===== config.mk =====
export PLATFORM = sky130hd
export DESIGN_NAME = rr_mux_arb
export DESIGN_NICKNAME = d
export VERILOG_FILES = /design/src/rtl/rr_mux_pkg.sv /design/src/rtl/rr_mux_arb_mux.sv /design/src/rtl/rr_mux_arb.sv
export SDC_FILE = /design/constraint.sdc
export NUM_CORES = 1
export LEC_CHECK = 0
export CORE_AREA = 2 2 44 46
export CTS_CLUSTER_DIAMETER = 30
export DETAILED_ROUTE_END_ITERATION = 10
export DIE_AREA = 0 0 46 48
export PLACE_DENSITY = 0.84
export SLEW_MARGIN = 20
export SYNTH_ARGS = -nofsm -noshare
export SYNTH_HDL_FRONTEND = slang
export SYNTH_HIERARCHICAL = 1
export SYNTH_SLANG_ARGS = --single-unit

===== constraint.sdc =====
create_clock -name clk -period 1.7 [get_ports clk]
set_input_delay 0.425 -clock clk [delete_from_list [all_inputs] [get_ports clk]]
set_output_delay 0.425 -clock clk [all_outputs]
set_load 0.1 [all_outputs]

===== src/rtl/rr_mux_pkg.sv =====
// Shared types for the round-robin byte mux front end.
package rr_mux_pkg;

    localparam int DATA_W_DEFAULT = 8;

    typedef enum logic {
        SRC_A = 1'b0,
        SRC_B = 1'b1
    } src_e;

endpackage


===== src/rtl/rr_mux_arb_mux.sv =====
// Combinational 2:1 byte mux: y_o follows b_i when SRC_B is selected, else a_i.
// No latency, no flow control.
module rr_mux_arb_mux
    import rr_mux_pkg::*;
#(
    parameter int DATA_W = DATA_W_DEFAULT
) (
    input  logic [DATA_W-1:0] a_i,
    input  logic [DATA_W-1:0] b_i,
    input  src_e              sel_i,
    output logic [DATA_W-1:0] y_o
);

    assign y_o = (sel_i == SRC_B) ? b_i : a_i;

endmodule


===== src/rtl/rr_mux_arb.sv =====
// Round-robin arbiter between two byte sources feeding a one-entry output register; 1-cycle latency.
// Sources stall (ready low) while the register is full and not draining; drain and reload share one edge.
module rr_mux_arb
    import rr_mux_pkg::*;
#(
    parameter int DATA_W = DATA_W_DEFAULT
) (
    input  logic              clk,
    input  logic              reset_n,
    input  logic              a_valid_i,
    input  logic [DATA_W-1:0] a_data_i,
    output logic              a_ready_o,
    input  logic              b_valid_i,
    input  logic [DATA_W-1:0] b_data_i,
    output logic              b_ready_o,
    output logic              out_valid_o,
    output logic [DATA_W-1:0] out_data_o,
    output logic              out_src_o,
    input  logic              out_ready_i
);

    logic              out_valid_q, out_valid_d;
    logic [DATA_W-1:0] out_data_q,  out_data_d;
    src_e              out_src_q,   out_src_d;
    src_e              last_grant_q, last_grant_d;

    logic              can_load;
    logic              grant_a;
    logic              grant_b;
    src_e              sel;
    logic [DATA_W-1:0] mux_y;

    assign can_load = !out_valid_q || out_ready_i;

    // Nothing is accepted while reset is asserted, so readies stay low then too.
    always_comb begin
        grant_a = 1'b0;
        grant_b = 1'b0;
        if (reset_n && can_load) begin
            if (a_valid_i && !b_valid_i) begin
                grant_a = 1'b1;
            end else if (!a_valid_i && b_valid_i) begin
                grant_b = 1'b1;
            end else if (a_valid_i && b_valid_i) begin
                if (last_grant_q == SRC_B) begin
                    grant_a = 1'b1;
                end else begin
                    grant_b = 1'b1;
                end
            end
        end
    end

    assign sel       = grant_b ? SRC_B : SRC_A;
    assign a_ready_o = grant_a;
    assign b_ready_o = grant_b;

    rr_mux_arb_mux #(
        .DATA_W (DATA_W)
    ) u_mux (
        .a_i   (a_data_i),
        .b_i   (b_data_i),
        .sel_i (sel),
        .y_o   (mux_y)
    );

    always_comb begin
        out_valid_d  = out_valid_q;
        out_data_d   = out_data_q;
        out_src_d    = out_src_q;
        last_grant_d = last_grant_q;
        if (grant_a || grant_b) begin
            out_valid_d  = 1'b1;
            out_data_d   = mux_y;
            out_src_d    = sel;
            last_grant_d = sel;
        end else if (out_valid_q && out_ready_i) begin
            out_valid_d = 1'b0;
        end
    end

    // last_grant resets to B so that A wins the first contention.
    always_ff @(posedge clk) begin
        if (!reset_n) begin
            out_valid_q  <= 1'b0;
            out_data_q   <= '0;
            out_src_q    <= SRC_A;
            last_grant_q <= SRC_B;
        end else begin
            out_valid_q  <= out_valid_d;
            out_data_q   <= out_data_d;
            out_src_q    <= out_src_d;
            last_grant_q <= last_grant_d;
        end
    end

    assign out_valid_o = out_valid_q;
    assign out_data_o  = out_data_q;
    assign out_src_o   = out_src_q;

endmodule


== After elaboration in Yosys (flattened, before gate mapping) ==
Index checks and enable logic that the tools add are counted.
Storage, ports and cells
  bits in registers: 11
  input bits: 21
  output and inout port bits: 12
  word-level logic and storage cells: 29
Operators by class
  multiplexer cells: 14
  reductions and logical operators: 11
Operators with widths (number)
  $mux 1: 13
  $mux 8: 1
  $logic_and 1x1->1: 5
  $logic_not 1->1: 3
  $logic_or 1x1->1: 2
  $reduce_bool 2->1: 1

== Longest topological paths before layout ==
Gate-level depths: netlist of run 1.
  word-level depth: 7
  gate-level depth with buffers: 7
  depth with buffers taken out: 6

== Modules after synthesis ==
Netlist of run 1, hierarchy kept.
By module, submodules not included
  rr_mux_arb: times used 1, cells each 55, area each 503.0 µm², seq. area each 220.2 µm²
  rr_mux_arb_mux: times used 1, cells each 9, area each 131.4 µm², seq. area each 0.0 µm²

== Worst setup path after synthesis of run 1 ==
Ideal clock, no wire load.
  path type: flip-flop to flip-flop
  start point: register out_valid_q, in the netlist out_valid_o
  end point: register out_data_q[0], in the netlist out_data_o[0]
  library setup time: 0.116 ns
  arrival time: 2.626 ns
  required time: 1.584 ns
  setup slack: -1.042 ns
  stages on the path, launching flop included: 8
  buffers on the path: 1
  clock period less this slack: 2.742 ns
  path through: dfxtp_1 > nand2b_1 > and3_1 > and2_1 > buf_6 > mux2_4 > nand4_1 > o21ai_2
Between the ends
  longest elaborated chain between the ends: 6
  elaborated cells on any way between the ends: 8
  classes of those cells: mux (4); reduce/logical (4)
Ends and longest elaborated chain
  from (decl): line rr_mux_arb.sv:22  | logic out_valid_q, out_valid_d;
  from (signal assigned): line rr_mux_arb.sv:90  | out_valid_q <= out_valid_d;
  $logic_not 1->1: line rr_mux_arb.sv:33  | assign can_load = !out_valid_q || out_ready_i;
  $logic_or 1x1->1: line rr_mux_arb.sv:33
  $logic_and 1x1->1: line rr_mux_arb.sv:39  | if (reset_n && can_load) begin
  $mux 1: line rr_mux_arb.sv:39
  net b_ready_o: line rr_mux_arb.sv:15  | output logic b_ready_o,
  $mux 1: line rr_mux_arb.sv:54  | assign sel = grant_b ? SRC_B : SRC_A;
  $mux 8: line rr_mux_arb_mux.sv:14  | assign y_o = (sel_i == SRC_B) ? b_i : a_i;
  net mux_y[0]: line rr_mux_arb.sv:31  | logic [DATA_W-1:0] mux_y;
  to (signal assigned): line rr_mux_arb.sv:91  | out_data_q <= out_data_d;
  to (decl): line rr_mux_arb.sv:23  | logic [DATA_W-1:0] out_data_q, out_data_d;
The timed path passes the listed nets, and every way through them passes these cells.
A chain may end at the register's enable or synchronous reset.

== Final worst setup path of run 1 ==
  start point: input port out_ready_i
  end point: output port b_ready_o
Between the ends
  longest elaborated chain between the ends: 3
Ends and longest elaborated chain
  from (decl): line rr_mux_arb.sv:19  | input logic out_ready_i
  $logic_or 1x1->1: line rr_mux_arb.sv:33
  $logic_and 1x1->1: line rr_mux_arb.sv:39
  $mux 1: line rr_mux_arb.sv:39
  to (decl): line rr_mux_arb.sv:15
Every way passes these cells.

==> results of run 1 <==
-- layout make-up --
type / count / share of cell area [%]
Multi-Input combinational cell: 46 / 32.6
Sequential cell: 11 / 19.2
Tap cell: 17 / 1.81
Timing Repair Buffer: 41 / 43.9
Clock buffer: 4 / 2.24
Inverter: 1 / 0.320
-- synth_stat cells (all sizes together) --
| library cell | count | area [um2] |
|---|---|---|
| dfxtp | 11 | 220 |
| mux2 | 8 | 120 |
| inv | 1 | 3.75 |
| nor2 | 1 | 3.75 |
| and2 | 1 | 6.26 |
| buf | 3 | 33.8 |
| nand2 | 9 | 33.8 |
| nand2b | 1 | 6.26 |
| clkbuf | 3 | 11.3 |
| o2111a | 1 | 11.3 |
| and3 | 3 | 25.0 |
| a21boi | 2 | 15.0 |
| o21a | 1 | 7.51 |
| o21ai | 9 | 75.1 |
| a21oi | 1 | 5.00 |
| nand4 | 8 | 50.1 |
| or2 | 1 | 6.26 |
-- what timing repair did --
item	CTS	global route
pin swaps	1	1
setup endpoints to repair	10	1
resized for setup	8	3
buffers inserted	3	0
-- power groups by stage --
stage | clock network, uW | registers [uW] | logic [uW]
floorplan | 0 | 459 | 119
global placement | 0 | 313 | 434
detailed placement | 0 | 313 | 440
CTS | 187 | 308 | 448
global route | 201 | 311 | 464
finish | 181 | 308 | 447
-- worst max-delay path, stage by stage --
cell             delay (ns)
clkdlybuf4s15_1        0.16
nand2b_4               0.13
and3_4                 0.19
and2_4                 0.16
buf_12                 0.17
-- sequential cells by signal, summed over array words and instances (netlist names) --
register / flops
out_data_o: 8
last_grant_q: 1
out_src_o: 1
out_valid_o: 1
-- cells by family (layout without fill, tap and decap cells) --
family | after synthesis | count (layout) | share of synthesized area, %
compound gates | 14 | 14 | 17.9
buf+inv | 7 | 46 | 7.69
flops | 11 | 11 | 34.7
mux | 8 | 8 | 18.9
simple gates | 24 | 24 | 20.7
-- routing by layer --
metal | GRT usage, % | vias to the layer above | wire length, um
met1 | 18.2 | 297 | 630
li1 | - | 307 | -
met4 | 6.86 | 0 | 27
met5 | 0 | - | 0
met2 | 30.3 | 15 | 922
met3 | 6.79 | 4 | 78
-- per-stage QoR --
step	area (um2)	utilization, %
after floorplan	658	-
after global placement	1110	65.8
after detailed placement	1110	65.8
after CTS	1170	69.2
after global routing	1170	69.4
final	1170	69.4
-- how the worst max path moves through the flow --
| stage | startpoint | end | slack [ns] | cells past startpoint |
|---|---|---|---|---|
| floorplan | out_valid_o | out_data_o[0] | -0.08 | 7 |
| global placement | out_ready_i | b_ready_o | -0.34 | 5 |
| detailed placement | out_ready_i | b_ready_o | -0.38 | 5 |
| CTS | a_valid_i | b_ready_o | 0.02 | 5 |
| global route | b_valid_i | b_ready_o | 0.005 | 4 |
| finish | out_ready_i | b_ready_o | 0.04 | 5 |
==> impl_metrics.ini, run 1 <==
[floorplan]
core_area_um2 = 1690
die_y_um = 48
pin_count = 33
start_util_pct = 37.6
fp.dieW_um = 46
num_rows = 15
fp.dieArea_um2 = 2210

[timing]
setup_ws_ns = 0.0432
whs_ns = 0.497
tightest_slew_ns = 0.179
fmax_mhz = 604
fin_crit_ns = 1.66
worst_clock_skew_ns = 0.00628
drv_slew = 0
hold_violations = 0
setup_viol = 0
tns_ns = 0
finalCritPeriodShare_pct = 97.5
max-slew-margin-rel_pct = 88.0
rsz0062_at_grt = no

[detailed_routing]
viasPerCell = 5.19
route.vias.total = 623
drc_errors = 0
drtAntennaViolNets = 0
firstDrtPassIters = 2
drtIter0Drc = 3
avgRoutedWirePerCell_um = 13.8
finalWirelength_um = 1660

[power_and_ir_drop]
power.share.clock_pct = 19.3
p_seq_share_pct = 32.9
internal-power_uw = 568
power_frac_comb_pct = 47.8
vdd_ir_drop_max_uv = 594
p_total_uw = 937
switching_share_pct = 39.3
powerDensity_nw_per_um2 = 799
p_leak_uw = 0.000490
power_switching_uw = 368

[clocking]
clockBufferDepth = 2
clk_pin_slew_worst_paths_ns = 0.07
cts.sinks = 11
h-tree-depth = 1
cts.hold.buffers_added = 0
cts_tree = built
cts_buffers = 3
cts_root_buf = clkbuf_4
clock_latency_ns = 0.28

[global_route]
antenna_found_initial = 0
grt_overflow = 0
grt_max_degree = 15
grt_pass1_wl_um = 2590
grt_pass1_vias = 597
grt.total_usage_pct = 17.1

[logic_synthesis]
syn_inst = 64
yosys_warnings = 6
seq_area_frac_synth_pct = 34.7
syn-cell-area_um2 = 634
yosysUniqueCellTypes = 20
synth-seq-cells = 11
avgSynthCellArea_um2 = 9.91
synth_fp_nets = 85

[placement]
dp_slack_ns = -0.375
portBuffers = 32
gp_congestion = 0.716
hpwl_um = 1230
dp_cells = 113

[worst_setup_path]
critPathLaunchType = input pin
r2r-start = out_valid_o
r2r-end = out_data_o[6]
setup.worst_path.class = input pin to output pin
cp_data_arrival_time_ns = 1.23
critical_path.max_fanout = 2
worstPathRequired_ns = 1.27
r2r_cells = 7
ff2ff_setup_slack_ns = 0.15
end_kind = output pin

[cells_and_area]
final_cell_mix = clkdlybuf4s50_1, buf_12, nand2_1, dfxtp_1
drive_above_1_share_pct = 46.6
n_fill_cell = 127
areaGrowthSynthToFinish_pct = 84.8
final_nets = 125
seq_area_um2 = 225
fin_cells = 120
antenna_cells = 0
final_common_cell = clkdlybuf4s50_1
multi_input_area_um2 = 382

[job]
maxCapViolCount = 0

[status]
outcome = complete, no violations

[hold_path]
holdCritStartpoint = out_data_o[7]
min_path_cells = 2
hold_class = flop to flop
whs_endpoint = out_data_o[7]
No activity file was read; power rests on OpenSTA's default activity.
==> run 2, diff against run 1 <==
--- a/config.mk
+++ b/config.mk
@@ -9,6 +9,7 @@
 export CTS_CLUSTER_DIAMETER = 30
 export DETAILED_ROUTE_END_ITERATION = 10
 export DIE_AREA = 0 0 46 48
+export GPL_ROUTABILITY_DRIVEN = 1
 export PLACE_DENSITY = 0.84
 export SLEW_MARGIN = 20
 export SYNTH_ARGS = -nofsm -noshare
==> results of run 2 <==
No change in the layout: final DEF, timing and power equal those of run 1.
==> run 3, diff against run 2 <==
--- a/config.mk
+++ b/config.mk
@@ -10,6 +10,7 @@
 export DETAILED_ROUTE_END_ITERATION = 10
 export DIE_AREA = 0 0 46 48
 export GPL_ROUTABILITY_DRIVEN = 1
+export MAX_ROUTING_LAYER = met4
 export PLACE_DENSITY = 0.84
 export SLEW_MARGIN = 20
 export SYNTH_ARGS = -nofsm -noshare
==> run 3 against run 2 <==
Setup slack gained 0.0011 ns; die area is the same; via count grew 1.4%; first-iteration DRC count grew 100%; sequential power is essentially flat; global-route usage grew 0.55 points; total power is essentially flat; sequential share of layout area is the same; hold slack is essentially flat; sequential cell count is the same; count of clock-buffer cells in the layout is the same; critical path type unchanged.
==> impl_metrics.ini, run 3 (same netlist as run 1, synthesis figures left out) <==
[timing]
fmax_mhz = 604
worst_clock_skew_ns = 0.00625
drv_slew = 0
fin_crit_ns = 1.66
rsz0062_at_grt = no
setup_ws_ns = 0.0443
finalCritPeriodShare_pct = 97.4
hold_violations = 0
tightest_slew_ns = 0.179
max-slew-margin-rel_pct = 88.0
whs_ns = 0.498
setup_viol = 0

[worst_setup_path]
cp_cell_sequence = clkdlybuf4s15_1, nand2b_4, and3_4, and2_4, buf_12
path_buf_inv = 2
cpPeakStageDelay_ns = 0.19
worstPathRequired_ns = 1.27
setup.worst_path.class = input pin to output pin
critPathTopFamily = simple AND/OR/NAND/NOR gates
cp_data_arrival_time_ns = 1.23
critical_path.max_fanout = 2
worst_path_max_delay_cell = and3_4
critPathLaunchType = input pin
end_kind = output pin

[power_and_ir_drop]
internal-power_uw = 568
vdd_ir_drop_max_uv = 595
switching_share_pct = 39.3
p_leak_uw = 0.000490
power.share.clock_pct = 19.4
p_total_uw = 937
power_frac_comb_pct = 47.7
p_seq_share_pct = 32.9
powerDensity_nw_per_um2 = 799
power_switching_uw = 368

[clocking]
cts_buffers = 3
cts_root_buf = clkbuf_4
clock_latency_ns = 0.28
cts.sinks = 11
clk_pin_slew_worst_paths_ns = 0.07
h-tree-depth = 1
clockBufferDepth = 2
cts_tree = built

[status]
outcome = complete, no violations

[cells_and_area]
n_fill_cell = 127
final_nets = 125
areaGrowthSynthToFinish_pct = 84.8
finalInstanceArea_um2 = 1170
drive_above_1_share_pct = 46.6
seq_area_um2 = 225
antenna_cells = 0
multi_input_area_um2 = 382
largest_reg_flops = 8
final_cell_mix = clkdlybuf4s50_1, buf_12, nand2_1, dfxtp_1
final_common_cell = clkdlybuf4s50_1

[placement]
dp_slack_ns = -0.375
gp_congestion = 0.724
place_area_um2 = 1110
portBuffers = 32
hpwl_um = 1230

[floorplan]
pin_count = 33
num_rows = 15
core_area_um2 = 1690
die_y_um = 48
fp.dieArea_um2 = 2210
start_util_pct = 37.6
fp.dieW_um = 46

[detailed_routing]
drtAntennaViolNets = 0
firstDrtPassIters = 4
viasPerCell = 5.27
drc_errors = 0
finalWirelength_um = 1680
avgRoutedWirePerCell_um = 14.0
route.vias.total = 632
drtIter0Drc = 6

[global_route]
grt_pass1_wl_um = 2590
grt_overflow = 0
antenna_found_initial = 0
grt_pass1_vias = 598
grt_max_degree = 15
grt.total_usage_pct = 17.7

[job]
maxCapViolCount = 0

[hold_path]
hold_class = flop to flop
-- run 3: cell counts in the layout (fill, tap and decap cells not counted) --
Identical to the previous run, type by type.
-- run 3: what timing repair did --
action                                  CTS  global route
endpoints found under the setup margin   10             1
gates cloned                              0             0
pin swaps                                 1             1
hold buffers                              0             0
resized for setup                         8             3
buffers inserted                          3             0
-- run 3: metrics by stage --
stage | std cells | TNS (ns) | util [%]
2_1_floorplan | 64 | -0.622 | -
3_3_place_gp | 113 | -2.87 | 65.8
3_5_place_dp | 113 | -3.27 | 65.8
4_1_cts | 120 | 0 | 69.2
5_1_grt | 120 | 0 | 69.4
6_report | 120 | 0 | 69.4
-- run 3: worst register-to-register path: cells and delay by family, from the launching register on --
family          cells  cell delay (ns)
simple gates        4             0.53
flops               1             0.36
mux                 1             0.31
buf+inv             1             0.20
compound gates      1             0.06
-- run 3: power groups by stage --
| stage | Sequential [uW] | Clock [uW] | Combinational [uW] |
|---|---|---|---|
| floorplan | 459 | 0 | 119 |
| CTS | 308 | 187 | 448 |
| global placement | 313 | 0 | 434 |
| finish | 308 | 181 | 447 |
| detailed placement | 313 | 0 | 440 |
| global route | 311 | 201 | 464 |
-- run 3: layout make-up --
type                    instances  share of cell area, %
well taps                      17                   1.81
flip-flops and latches         11                   19.2
multi-input cells              46                   32.6
repair buffers                 41                   43.9
inverters                       1                  0.320
clock buffers                   4                   2.24
-- run 3: routing by layer --
layer	track usage (%)	vias up	share of wire [%]
li1	-	307	-
met4	6.86	0	1.4
met5	-	-	0
met2	30.3	20	55
met1	18.2	301	37
met3	6.79	4	6.0
-- run 3: final timing paths --
path	startpoint	to	slack (ns)	depth (start not counted)
worst min register to register	out_data_o[7]	out_data_o[7]	0.50	2
worst min-delay path	out_data_o[7]	out_data_o[7]	0.50	2
worst max-delay path	out_ready_i	b_ready_o	0.04	5
worst max register to register	out_valid_o	out_data_o[6]	0.14	7
